## src/rtl/load_store_unit_pkg.sv

```systemverilog
// Shared types and helpers for the MEM-stage load/store unit.
// States, funct3 encodings and store lane formatting.
package lsu_pkg;

  typedef enum logic [1:0] {
    IDLE = 2'd0,
    BUSY = 2'd1,
    DONE = 2'd2
  } lsu_state_e;

  localparam logic [2:0] F3_B  = 3'b000;
  localparam logic [2:0] F3_H  = 3'b001;
  localparam logic [2:0] F3_W  = 3'b010;
  localparam logic [2:0] F3_BU = 3'b100;
  localparam logic [2:0] F3_HU = 3'b101;

  function automatic logic f3_legal(input logic [2:0] f3);
    return f3 inside {F3_B, F3_H, F3_W, F3_BU, F3_HU};
  endfunction

  // Store size comes from funct3[1:0]; off is already aligned to that size.
  function automatic logic [3:0] st_strb(input logic [2:0] f3, input logic [1:0] off);
    case (f3[1:0])
      2'b00:   return 4'b0001 << off;
      2'b01:   return 4'b0011 << {off[1], 1'b0};
      default: return 4'b1111;
    endcase
  endfunction

  function automatic logic [31:0] st_data(input logic [2:0] f3, input logic [31:0] wd);
    case (f3[1:0])
      2'b00:   return {4{wd[7:0]}};
      2'b01:   return {2{wd[15:0]}};
      default: return wd;
    endcase
  endfunction

endpackage

```

## src/rtl/load_store_unit_if.sv

```systemverilog
// Data-memory valid/ready bus between the load/store unit (master) and memory (slave).
interface load_store_unit_if #(parameter int ADDR_WIDTH = 32);
  logic                  mem_req;
  logic                  mem_we;
  logic [ADDR_WIDTH-3:0] mem_addr;
  logic [31:0]           mem_wdata;
  logic [3:0]            mem_wstrb;
  logic                  mem_ready;
  logic [31:0]           mem_rdata;

  modport master (
    output mem_req, mem_we, mem_addr, mem_wdata, mem_wstrb,
    input  mem_ready, mem_rdata
  );

  modport slave (
    input  mem_req, mem_we, mem_addr, mem_wdata, mem_wstrb,
    output mem_ready, mem_rdata
  );
endinterface

```

## src/rtl/load_store_unit_load_align.sv

```systemverilog
// Load formatter: picks the byte/half lane from a read word and sign/zero-extends it.
module lsu_load_align
  import lsu_pkg::*;
(
  input  logic [31:0] rdata,
  input  logic [1:0]  off,
  input  logic [2:0]  funct3,
  output logic [31:0] result
);
  logic [7:0]  b;
  logic [15:0] h;

  always_comb begin
    b = rdata[8*off +: 8];
    h = off[1] ? rdata[31:16] : rdata[15:0];
    case (funct3)
      F3_B:    result = {{24{b[7]}}, b};
      F3_BU:   result = {24'h0, b};
      F3_H:    result = {{16{h[15]}}, h};
      F3_HU:   result = {16'h0, h};
      F3_W:    result = rdata;
      default: result = '0;
    endcase
  end
endmodule

```

## src/rtl/load_store_unit.sv

```systemverilog
// MEM-stage load/store unit: IDLE -> BUSY -> DONE per access, with a response timeout.
// Define LSU_MISALIGN_TRAP_EN to reject misaligned H/W accesses instead of aligning them down.
module load_store_unit
  import lsu_pkg::*;
#(
  parameter int ADDR_WIDTH     = 32,
  parameter int TIMEOUT_CYCLES = 255
) (
  input  logic                  clk,
  input  logic                  rst,
  input  logic                  memread_mem,
  input  logic                  memwrite_mem,
  input  logic [2:0]            funct3_mem,
  input  logic [ADDR_WIDTH-1:0] alu_result_mem,
  input  logic [31:0]           write_data_memory_mem,
  output logic [31:0]           data_from_memory_mem,
  output logic                  stall_mem,
  output logic                  bus_err,
  load_store_unit_if.master     mem
);
  localparam int CW = $clog2(TIMEOUT_CYCLES + 1);

  lsu_state_e            state_q, state_d;
  logic [CW-1:0]         cnt_q, cnt_d;
  logic                  req_q, req_d, we_q, we_d, err_q, err_d;
  logic [ADDR_WIDTH-3:0] addr_q, addr_d;
  logic [31:0]           wdata_q, wdata_d, data_q, data_d;
  logic [3:0]            wstrb_q, wstrb_d;

  logic        pending, legal;
  logic [1:0]  off;
  logic [31:0] ld_fmt;

  assign pending = memread_mem | memwrite_mem;

  // Low address bits below the access size are dropped so H/W always hit an aligned lane.
  always_comb begin
    off = alu_result_mem[1:0];
    case (funct3_mem[1:0])
      2'b01:   off[0] = 1'b0;
      2'b10:   off    = 2'b00;
      default: ;
    endcase
  end

`ifdef LSU_MISALIGN_TRAP_EN
  logic misalign;
  assign misalign = (funct3_mem[1:0] == 2'b01 && alu_result_mem[0]) ||
                    (funct3_mem[1:0] == 2'b10 && alu_result_mem[1:0] != 2'b00);
  assign legal    = f3_legal(funct3_mem) && !misalign;
`else
  assign legal    = f3_legal(funct3_mem);
`endif

  lsu_load_align u_align (
    .rdata  (mem.mem_rdata),
    .off    (off),
    .funct3 (funct3_mem),
    .result (ld_fmt)
  );

  always_comb begin
    state_d   = state_q;
    cnt_d     = '0;
    req_d     = req_q;
    we_d      = we_q;
    addr_d    = addr_q;
    wdata_d   = wdata_q;
    wstrb_d   = wstrb_q;
    data_d    = data_q;
    err_d     = 1'b0;
    stall_mem = 1'b0;
    case (state_q)
      IDLE: if (pending) begin
        // Stall even for an illegal access so it is retired in DONE, not skipped.
        stall_mem = 1'b1;
        if (legal) begin
          state_d = BUSY;
          req_d   = 1'b1;
          we_d    = memwrite_mem;
          addr_d  = alu_result_mem[ADDR_WIDTH-1:2];
          wdata_d = memwrite_mem ? st_data(funct3_mem, write_data_memory_mem) : '0;
          wstrb_d = memwrite_mem ? st_strb(funct3_mem, off) : 4'b0000;
        end else begin
          state_d = DONE;
          err_d   = 1'b1;
          data_d  = '0;
        end
      end
      BUSY: begin
        stall_mem = 1'b1;
        if (mem.mem_ready) begin
          state_d = DONE;
          req_d   = 1'b0;
          we_d    = 1'b0;
          wstrb_d = 4'b0000;
          data_d  = (memread_mem && !memwrite_mem) ? ld_fmt : '0;
        end else if (cnt_q == CW'(TIMEOUT_CYCLES - 1)) begin
          state_d = DONE;
          req_d   = 1'b0;
          we_d    = 1'b0;
          wstrb_d = 4'b0000;
          err_d   = 1'b1;
          data_d  = '0;
        end else begin
          cnt_d = cnt_q + 1'b1;
        end
      end
      DONE:    state_d = IDLE;
      default: state_d = IDLE;
    endcase
  end

  always_ff @(posedge clk) begin
    if (rst) begin
      state_q <= IDLE;
      cnt_q   <= '0;
      req_q   <= 1'b0;
      we_q    <= 1'b0;
      addr_q  <= '0;
      wdata_q <= '0;
      wstrb_q <= '0;
      data_q  <= '0;
      err_q   <= 1'b0;
    end else begin
      state_q <= state_d;
      cnt_q   <= cnt_d;
      req_q   <= req_d;
      we_q    <= we_d;
      addr_q  <= addr_d;
      wdata_q <= wdata_d;
      wstrb_q <= wstrb_d;
      data_q  <= data_d;
      err_q   <= err_d;
    end
  end

  assign mem.mem_req           = req_q;
  assign mem.mem_we            = we_q;
  assign mem.mem_addr          = addr_q;
  assign mem.mem_wdata         = wdata_q;
  assign mem.mem_wstrb         = wstrb_q;
  assign data_from_memory_mem  = data_q;
  assign bus_err               = err_q;
endmodule

```

## src/flat_wrapper.sv

```systemverilog
// flat-port wrapper written by rule: the top's interface ports become plain ports
module load_store_unit_flat import lsu_pkg::*;
#(
  parameter int ADDR_WIDTH     = 32,
  parameter int TIMEOUT_CYCLES = 255
)
  (clk, rst, memread_mem, memwrite_mem, funct3_mem, alu_result_mem, write_data_memory_mem, data_from_memory_mem, stall_mem, bus_err, mem_mem_req, mem_mem_we, mem_mem_addr, mem_mem_wdata, mem_mem_wstrb, mem_mem_ready, mem_mem_rdata);
  load_store_unit_if #(.ADDR_WIDTH(ADDR_WIDTH)) mem_i ();
  input  logic clk;
  input  logic rst;
  input  logic memread_mem;
  input  logic memwrite_mem;
  input  logic [2:0] funct3_mem;
  input  logic [ADDR_WIDTH-1:0] alu_result_mem;
  input  logic [31:0] write_data_memory_mem;
  output logic [31:0] data_from_memory_mem;
  output logic stall_mem;
  output logic bus_err;
  output wire logic [$bits(mem_i.mem_req)-1:0] mem_mem_req;
  output wire logic [$bits(mem_i.mem_we)-1:0] mem_mem_we;
  output wire logic [$bits(mem_i.mem_addr)-1:0] mem_mem_addr;
  output wire logic [$bits(mem_i.mem_wdata)-1:0] mem_mem_wdata;
  output wire logic [$bits(mem_i.mem_wstrb)-1:0] mem_mem_wstrb;
  input wire logic [$bits(mem_i.mem_ready)-1:0] mem_mem_ready;
  input wire logic [$bits(mem_i.mem_rdata)-1:0] mem_mem_rdata;
  assign mem_mem_req = mem_i.mem_req;
  assign mem_mem_we = mem_i.mem_we;
  assign mem_mem_addr = mem_i.mem_addr;
  assign mem_mem_wdata = mem_i.mem_wdata;
  assign mem_mem_wstrb = mem_i.mem_wstrb;
  assign mem_i.mem_ready = mem_mem_ready;
  assign mem_i.mem_rdata = mem_mem_rdata;
  load_store_unit #(.ADDR_WIDTH(ADDR_WIDTH), .TIMEOUT_CYCLES(TIMEOUT_CYCLES)) u_core (.clk(clk), .rst(rst), .memread_mem(memread_mem), .memwrite_mem(memwrite_mem), .funct3_mem(funct3_mem), .alu_result_mem(alu_result_mem), .write_data_memory_mem(write_data_memory_mem), .data_from_memory_mem(data_from_memory_mem), .stall_mem(stall_mem), .bus_err(bus_err), .mem(mem_i));
endmodule
```

## config.mk

```make
export PLATFORM = sky130hd
export DESIGN_NAME = load_store_unit_flat
export DESIGN_NICKNAME = d
export VERILOG_FILES = /design/src/rtl/load_store_unit_pkg.sv /design/src/rtl/load_store_unit_if.sv /design/src/rtl/load_store_unit_load_align.sv /design/src/rtl/load_store_unit.sv /design/src/flat_wrapper.sv
export SDC_FILE = /design/constraint.sdc
export NUM_CORES = 1
export LEC_CHECK = 0
export CAP_MARGIN = 0
export CORE_MARGIN = 1.5
export CORE_UTILIZATION = 35
export CTS_BUF_LIST = sky130_fd_sc_hd__clkbuf_8 sky130_fd_sc_hd__clkbuf_16
export DETAILED_ROUTE_END_ITERATION = 10
export GPL_TIMING_DRIVEN = 1
export PLACE_DENSITY = 0.8
export SYNTH_ARGS = -nofsm -noshare
export SYNTH_HDL_FRONTEND = slang
export SYNTH_SLANG_ARGS = --single-unit
```

## constraint.sdc

```tcl
create_clock -name clk -period 4.1 [get_ports clk]
set_input_delay 0.82 -clock clk [delete_from_list [all_inputs] [get_ports clk]]
set_output_delay 0.82 -clock clk [all_outputs]
set_load 0.05 [all_outputs]
```

### Word-level counts from Yosys, hierarchy flattened

Cells that the tools add are included.

* word-level logic and storage cells: 79
* input bits: 104
* output and inout bits: 102
* register bits: 111

* bitwise operators: 2
* add/sub/neg operators: 1
* muxes and demuxes: 39
* reduce and logical (&&, ||, !) cells: 13
* equal/unequal tests: 12
* shift operators: 3

Operator list (number)
* $mux 32: 6
* $pmux 32 s5: 1
* $pmux 32 s2: 2
* $shiftx 32x6->8: 1
* $mux 4: 5
* $mux 16: 1
* $pmux 4 s2: 2
* $mux 1: 13
* $add 8x1->8 const B: 1
* $eq 8x8->1 const B: 1
* $mux 2: 4
* $pmux 1 s2: 4
* $reduce_and 4->1: 2
* $eq 3x3->1 const B: 2
* $reduce_bool 5->1: 1
* $eq 2x1->1 const B: 2
* $logic_not 2->1: 2
* $ne 2x1->1 const B: 2
* $pmux 2 s2: 1
* $reduce_or 4->1: 1
* $shl 1x2->4 const A: 1
* $shl 2x2->4 const A: 1
* $eq 3x1->1 const B: 1
* $eq 3x2->1 const B: 1
* 12 further kinds: 12

### Logic depth before layout (Yosys ltp)

Gate-level depths: netlist of the first run.

* depth after elaboration: 9
* depth in mapped cells: 10
* mapped depth without buffers: 7

### By module

Synthesis of the first run repeated with hierarchy kept, for this count alone.

* cell total of the unflattened synthesis: 568
* area, all modules: 5017.3 um^2

By module, submodules not included
* load_store_unit: area each 4292.9 um^2, times used 1, cells each 458, sequential area each 2222.1 um^2
* lsu_load_align: area each 724.4 um^2, times used 1, cells each 110, sequential area each 0.0 um^2

### Least setup slack after synthesis of the first run

OpenSTA, ideal clock, no wires.

* kind: input to register
* start point: input port memwrite_mem
* end point: register u_core.data_q[28], in the netlist u_core.data_from_memory_mem[28]
* stages: 7
* buffers on the path: 2
* setup slack: 1.505 ns
* arrival time: 2.479 ns
* setup time: 0.117 ns
* required time: 3.983 ns
* cell sequence: nor3_1 > nor2_1 > o211ai_1 > and2_1 > clkbuf_1 > buf_2 > a22o_1

* longest elaborated chain between the ends: 5
* elaborated cells between the ends (all ways): 8
* those cells by class: eq/ne: 1; mux: 3; bitwise: 1; reduce/logical: 3

RTL lines
* from (decl): RTL line flat_wrapper.sv:12 `input logic memwrite_mem;`
* $logic_not 1->1: RTL line load_store_unit.sv:97 `data_d = (memread_mem && !memwrite_mem) ? ld_fmt : '0;`
* $logic_and 1x1->1: RTL line load_store_unit.sv:97
* $mux 32: RTL line load_store_unit.sv:97
* $mux 32: RTL line load_store_unit.sv:92 `if (mem.mem_ready) begin`
* $pmux 32 s2: RTL line load_store_unit.sv:73 `case (state_q)`
* to (signal assigned): RTL line load_store_unit.sv:133 `data_q <= data_d;`
* to (decl): RTL line load_store_unit.sv:27 `logic [31:0] wdata_q, wdata_d, data_q, data_d;`

Parallel ways exist; a longest one is shown, timed or not.
A chain may end at the register's enable or synchronous reset.

### Worst setup path after layout of the first run

* start point: input port funct3_mem[1]
* end point: register u_core.wdata_q[8], in the netlist u_core.mem.mem_wdata[8]

* longest elaborated chain between the ends: 3
* elaborated cells between the ends (all ways): 11
* those cells by class: eq/ne: 5; mux: 2; reduce/logical: 4

RTL lines
* from (decl): RTL line flat_wrapper.sv:13 `input logic [2:0] funct3_mem;`
* $eq 3x1->1 (tied with other cells): RTL line load_store_unit_pkg.sv:18 `return f3 inside {F3_B, F3_H, F3_W, F3_BU, F3_HU};`
* $reduce_bool 5->1 / $pmux 32 s2 (equally long branches): RTL line load_store_unit_pkg.sv:18, load_store_unit_pkg.sv:31
* $reduce_and 3->1 (no source line) / $mux 32 (equally long branches)
* to (signal assigned): RTL line load_store_unit.sv:131 `wdata_q <= wdata_d;`
* to (decl): RTL line load_store_unit.sv:27

Parallel ways exist; a longest one is shown, timed or not.

==> impl_metrics.csv, run 1 <==
group,metric,value,unit
status,status,"finished clean",
synth,yosys-top-cells-area,"dfxtp_1, nand2_1, a21oi_1, a22o_1, o2bb2ai_1",
finish,nNetsFinal,855,
worst_setup_path,cp_num_buf_inv,3,
power_and_ir_drop,p_total,2.63,mW
synth,synth-edff-count,0,
routing,wl,15300,um
floorplan,start_util,35.9,%
synth,syn_nets,675,
clock_network,clock_latency,0.35,ns
floorplan,die_h,120,um
routing,wl_met1,6830,um
finish,diodes,0,
global_routing,antenna_found_initial,0,
synth,yosys_warnings,0,
global_routing,overflow,0,
placement,dpl_worst_slack,0.712,ns
placement,dp.final_hpwl,11000,um
routing,met3_wirelength,1020,um
synth,async_reset_ff_share,0,%
run,maxCapViolCount,0,
finish,syn2layout_area_growth,50.9,%
finish,fillCellCount,1226,
global_routing,grtUsageTotal,20.9,%
worst_setup_path,path_cells,"clkdlybuf4s50_1 > inv_1 > ha_1 > nor2_1 > buf_4 > nand2_1 > and2_2 > o211ai_1 > a21oi_1",
clock_network,path_clk_slew,0.07,ns
floorplan,fp.coreArea,13200,um2
sta,finalSetupViolations,0,
global_routing,first_global_vias,4331,
sta,tightestPinTransition,1.05,ns
finish,fin_area,7170,um2
worst_setup_path,slowest_delay,0.84,ns
synth,synth_most_common_cell,"nand2_1",
global_routing,grt_pass1_wl,23500,um
floorplan,die_area,14300,um2
power_and_ir_drop,irDropWorstVdd,0.186,mV
placement,place_area,6900,um2
synth,netlist.area_leader.share,46.7,%
clock_network,ctsHoldBuffers,0,
sta,slew_violations,0,
synth,yosysSeqAreaShare,46.7,%
clock_network,cts_setup_buffers,0,
worst_setup_path,crit_path_top_delay_cell,"and2_2",
sta,finalCriticalPeriod,3.02,ns
routing,drt-wirelength-per-cell,16.6,um
finish,layout-drive-gt1-share,5.06,%
floorplan,fp-row-count,42,
power_and_ir_drop,power_density,366,nW/um2
clock_network,cts_resized,0,
global_routing,grt_max_degree,69,
routing,vias_per_cell,5.15,
routing,final_antenna_net_count,0,
synth,postSynthAreaPerCell,8.40,um2
synth,yosys_most_used_dff,"dfxtp_1",
worst_setup_path,crit_required,4.37,ns
worst_setup_path,start_kind,"input port",
worst_setup_path,crit_fanout,55,
routing,drt_iter0_markers,437,
sta,skew,0.00901,ns
floorplan,io_pins,206,
worst_setup_path,critPathCaptureType,"register",
synth,synthesis.area,4750,um2
clock_network,cts-htree-levels,3,
worst_setup_path,crit_family,"simple AND/OR/NAND/NOR gates",
worst_setup_path,arrival,3.30,ns
placement,gp_congestion,0.909,
clock_network,cts_buffer_depth,2,
sta,rsz0062_at_grt,"no",
synth,synth_cells,566,
sta,tns,0,ns
power_and_ir_drop,p_leak,2.65,nW
clock_network,cts_buffers,9,
worst_hold_path,hold_class,"reg2reg",
clock_network,cts_tree,"done",
sta,fin_ws,1.08,ns
synth,synth_cell_type_count,45,
clock_network,cts.sinks,111,
clock_network,clockRootBuffer,"clkbuf_16",
routing,drc,0,
routing,top_layer_used,"met4",
placement,port_buffers,205,
synth,synth_top_area_cell,"dfxtp_1",
floorplan,die_w,120,um
synth,ys_ff_latch,111,
routing,dr_total_vias,4778,
sta,hold_violations,0,
sta,slew_headroom,30.1,%
sta,fin_crit_sh,73.8,%
worst_setup_path,worstSetupPathType,"in2reg",
routing,met2_length,6950,um
synth,synth_common_cells,"nand2_1, dfxtp_1, a21oi_1",
sta,fmax,331,MHz
routing,drt_first_pass_iters,5,
[per-stage QoR]
stage               utilization [%]  std cells  hold WS (ns)
finish                         54.2        927         0.454
global route                   54.2        927         0.473
CTS                            54.2        927         0.454
detailed placement             52.1        911         0.443
global placement               52.1        911         0.439
floorplan                         -        566         0.430
[metal layers]
layer  GRT usage (%)  vias to the layer above
met5               0                        -
met4            10.3                        0
met3            3.33                       35
met2            32.2                      205
met1            28.5                     2189
li1                -                     2349
[final cells by class]
cell class	count	area, um2	share of cell area, %
Clock buffer	10	239	3.33
Clock inverter	6	37.5	0.523
Inverter	5	18.8	0.262
Multi-Input combinational cell	406	2320	32.3
Sequential cell	111	2220	31.0
Tap cell	176	220	3.07
Timing Repair Buffer	213	2120	29.5
[worst paths after layout]
path | from | end | slack (ns) | depth (start not counted)
max | funct3_mem[1] | u_core.mem.mem_wdata[8] | 1.08 | 9
min | u_core.mem.mem_wdata[16] | u_core.mem.mem_wdata[16] | 0.45 | 2
max reg2reg | u_core.state_q[1] | u_core.mem.mem_wdata[8] | 1.95 | 5
min reg2reg | u_core.mem.mem_wdata[16] | u_core.mem.mem_wdata[16] | 0.45 | 2
[worst register-to-register path, delay by kind of cell (launching register included)]
| family | cells | cell delay (ns) |
|---|---|---|
| AO/OA/AOI/OAI | 3 | 0.66 |
| flip-flops | 1 | 0.35 |
| AND/OR/NAND/NOR | 2 | 1.07 |
[power breakdown]
part / leakage (nW) / switching [mW] / internal, mW / total [mW]
Clock: 0.136 / 0.393 / 0.426 / 0.819
Sequential: 0.901 / 0.0253 / 1.13 / 1.15
Combinational: 1.61 / 0.404 / 0.252 / 0.656
Total: 2.65 / 0.822 / 1.80 / 2.63
[sequential cells by signal, indices dropped and copies added (netlist names)]
register                     count
u_core.data_from_memory_mem     32
u_core.mem.mem_addr             30
u_core.mem.mem_we                1
u_core.mem.mem_wstrb             4
u_core.mem.mem_req               1
u_core.mem.mem_wdata            32
u_core.bus_err                   1
u_core.cnt_q                     8
u_core.state_q                   2
[logic make-up after synthesis]
family,Yosys count,share of synthesized area (%)
xor+xnor,6,1.11
mux,4,1.66
fa+ha+maj,5,1.32
flops,111,46.7
simple gates,224,20.1
buf+inv,49,4.55
compound gates,167,24.5
[cell usage in the layout (no fill, tap or decap), drive strengths merged, types with 2 or more instances in the layout]
cell type and instances:
clkdlybuf4s50 203, o21ai 7, a222oi 3, a21oi 62
clkinv 3, nand2b 5, o211ai 15, dfxtp 111
nor3 2, and2 4, nand3 14, xor2 3
a22o 20, clkbuf 10, clkinvlp 2, a21boi 7
buf 10, o2bb2ai 18, a221oi 13, a22oi 18
nor2 30, nand2 159, nor2b 2, xnor2 3
ha 5, mux4 3, inv 6
Note: power is estimated with default switching activity, not from simulation.
==> inputs of run 2 (changes only) <==
PLACE_DENSITY = 0.83   (was 0.8)
clock period = 2.6 ns   (was 4.1 ns; I/O delays follow)
==> run 2 against run 1 <==
Compared with the run above:
- clock skew grew 0.0063 ns
- clock-buffer cell count grew 1
- sequential share of layout area shrank 1.7 points
- highest routed layer unchanged
- first-iteration DRC count shrank 4.8%
- die area is the same
- largest power group unchanged
- via count grew 3.1%
- combinational power grew 75%
- routed wire length grew 3.8%
- power grew 67%
- cell area grew 5.9%
==> impl_metrics.csv, run 2 (synthesis results as in run 1) <==
group,metric,value,unit
worst_setup_path,slowest_delay,0.48,ns
global_routing,met1_usage,29.2,%
worst_setup_path,r2r_cells,8,
global_routing,overflow,0,
clock_network,cts-htree-levels,3,
global_routing,grtUsageTotal,22.2,%
run,maxCapViolCount,0,
clock_network,clock_latency,0.36,ns
finish,final_common_cell,"clkdlybuf4s50_1",
routing,final_antenna_net_count,0,
power_and_ir_drop,pwr-share-clk,32.4,%
worst_setup_path,r2r_start,"u_core.cnt_q[0]",
floorplan,fp-row-count,42,
finish,fillCellCount,1214,
worst_setup_path,worstSetupPathType,"in2reg",
placement,place_area,7290,um2
placement,port_buffers,205,
floorplan,fp.coreArea,13200,um2
sta,finalCriticalPeriod,2.40,ns
worst_setup_path,crit_required,2.83,ns
finish,stdcell_count,963,
global_routing,grt_pass1_wl,25000,um
sta,slew_violations,0,
finish,syn2layout_area_growth,59.8,%
floorplan,die_area,14300,um2
clock_network,cts.sinks,111,
routing,drt-wirelength-per-cell,16.5,um
floorplan,start_util,35.9,%
worst_setup_path,reg2reg_to,"u_core.data_from_memory_mem[28]",
sta,hold_ws,0.437,ns
sta,finalSetupViolations,0,
clock_network,cts_buffers,9,
placement,dp.final_hpwl,11900,um
power_and_ir_drop,swShare,30.1,%
sta,fmax,417,MHz
global_routing,busiest_layer,"met2",
worst_setup_path,rrSetupSlack,0.75,ns
power_and_ir_drop,intPower,3.07,mW
clock_network,ctsHoldBuffers,0,
finish,multi_input_area,2320,um2
routing,dr_total_vias,4926,
placement,gp_congestion,0.920,
floorplan,die_w,120,um
floorplan,die_h,120,um
global_routing,first_global_vias,4707,
clock_network,clockRootBuffer,"clkbuf_16",
routing,drc,0,
worst_setup_path,arrival,2.63,ns
clock_network,cts_buffer_depth,2,
power_and_ir_drop,pwr-share-seq,41.3,%
finish,most-common-layout-cells,"clkdlybuf4s50_1, nand2_1, dfxtp_1",
finish,nNetsFinal,892,
global_routing,grt_util_met3,4.52,%
clock_network,cts_setup_buffers,0,
global_routing,grt_max_degree,63,
worst_setup_path,path_cells,"clkdlybuf4s50_1 > inv_1 > ha_1 > nand2b_1 > mux4_2 > and3b_1 > a221oi_1 > o2bb2ai_1",
worst_setup_path,start_kind,"input port",
routing,drt_iter0_markers,416,
sta,rsz0062_at_grt,"no",
routing,drt_first_pass_iters,5,
worst_setup_path,crit_fanout,8,
finish,diodes,0,
worst_setup_path,critPathCaptureType,"register",
floorplan,io_pins,206,
finish,layout-drive-gt1-share,9.53,%
power_and_ir_drop,power_switching,1.32,mW
finish,post-route-util,57.4,%
worst_setup_path,crit_path_top_delay_cell,"clkdlybuf4s50_1",
placement,dp.cells,948,
worst_hold_path,hold_class,"in2reg",
worst_setup_path,crit_end,"u_core.data_from_memory_mem[13]",
global_routing,antenna_found_initial,0,
worst_setup_path,crit_family,"buffers and inverters",
clock_network,cts_tree,"done",
worst_setup_path,cp_num_buf_inv,2,
power_and_ir_drop,comb_power_share,26.3,%
sta,fin_crit_sh,92.2,%
sta,hold_violations,0,
power_and_ir_drop,irDropWorstVdd,0.319,mV
finish,regArea,2220,um2
worst_setup_path,worstSetupStartpoint,"funct3_mem[0]",
power_and_ir_drop,p_leak,2.88,nW
sta,skew,0.0153,ns
worst_setup_path,crit_cells,8,
sta,tightestPinTransition,0.677,ns
routing,vias_per_cell,5.12,
power_and_ir_drop,p_total,4.39,mW
clock_network,cts_resized,0,
clock_network,path_clk_slew,0.07,ns
global_routing,use_met2,35.3,%
sta,slew_headroom,54.8,%
power_and_ir_drop,power_density,578,nW/um2
status,status,"finished clean",
routing,wl,15900,um
finish,fin_area,7590,um2
[run 2: layer usage]
layer	wire [um]	part of all wire, %	up-vias
met1	7000	44	2273
li1	-	-	2423
met3	879	5.5	36
met5	0	0	-
met4	592	3.7	0
met2	7460	47	194
[run 2: worst min path at each step]
| stage | from | to | slack (ns) | cells past startpoint |
|---|---|---|---|---|
| 6_report | rst | u_core.state_q[1] | 0.44 | 2 |
| 5_1_grt | rst | u_core.state_q[1] | 0.45 | 2 |
| 4_1_cts | rst | u_core.state_q[1] | 0.43 | 2 |
| 3_5_place_dp | u_core.mem.mem_wdata[11] | u_core.mem.mem_wdata[11] | 0.44 | 2 |
| 3_3_place_gp | u_core.mem.mem_wdata[20] | u_core.mem.mem_wdata[20] | 0.44 | 2 |
| 2_1_floorplan | u_core.cnt_q[0] | u_core.cnt_q[0] | 0.43 | 1 |
[run 2: through the flow]
| step | worst slack [ns] | setup TNS (ns) |
|---|---|---|
| global placement | -0.117 | -2.98 |
| detailed placement | -0.174 | -4.21 |
| CTS | 0.209 | 0 |
| finish | 0.203 | 0 |
| global route | 0.0125 | 0 |
| floorplan | 0.305 | 0 |
[run 2: cell type report]
class | count | area share, %
timing repair buffer | 250 | 33.0
clock inverter | 4 | 0.725
sequential | 111 | 29.3
tap | 176 | 2.90
inverter | 5 | 0.247
clock buffer | 11 | 3.33
multi-input combinational | 406 | 30.5
[run 2: power by group through the flow]
stage	clock network, mW	logic, mW	registers, mW
after global routing	1.52	1.23	1.82
after floorplan	0	0.357	2.10
final	1.42	1.15	1.81
after detailed placement	0	1.15	1.85
after global placement	0	1.14	1.85
after CTS	1.45	1.16	1.81
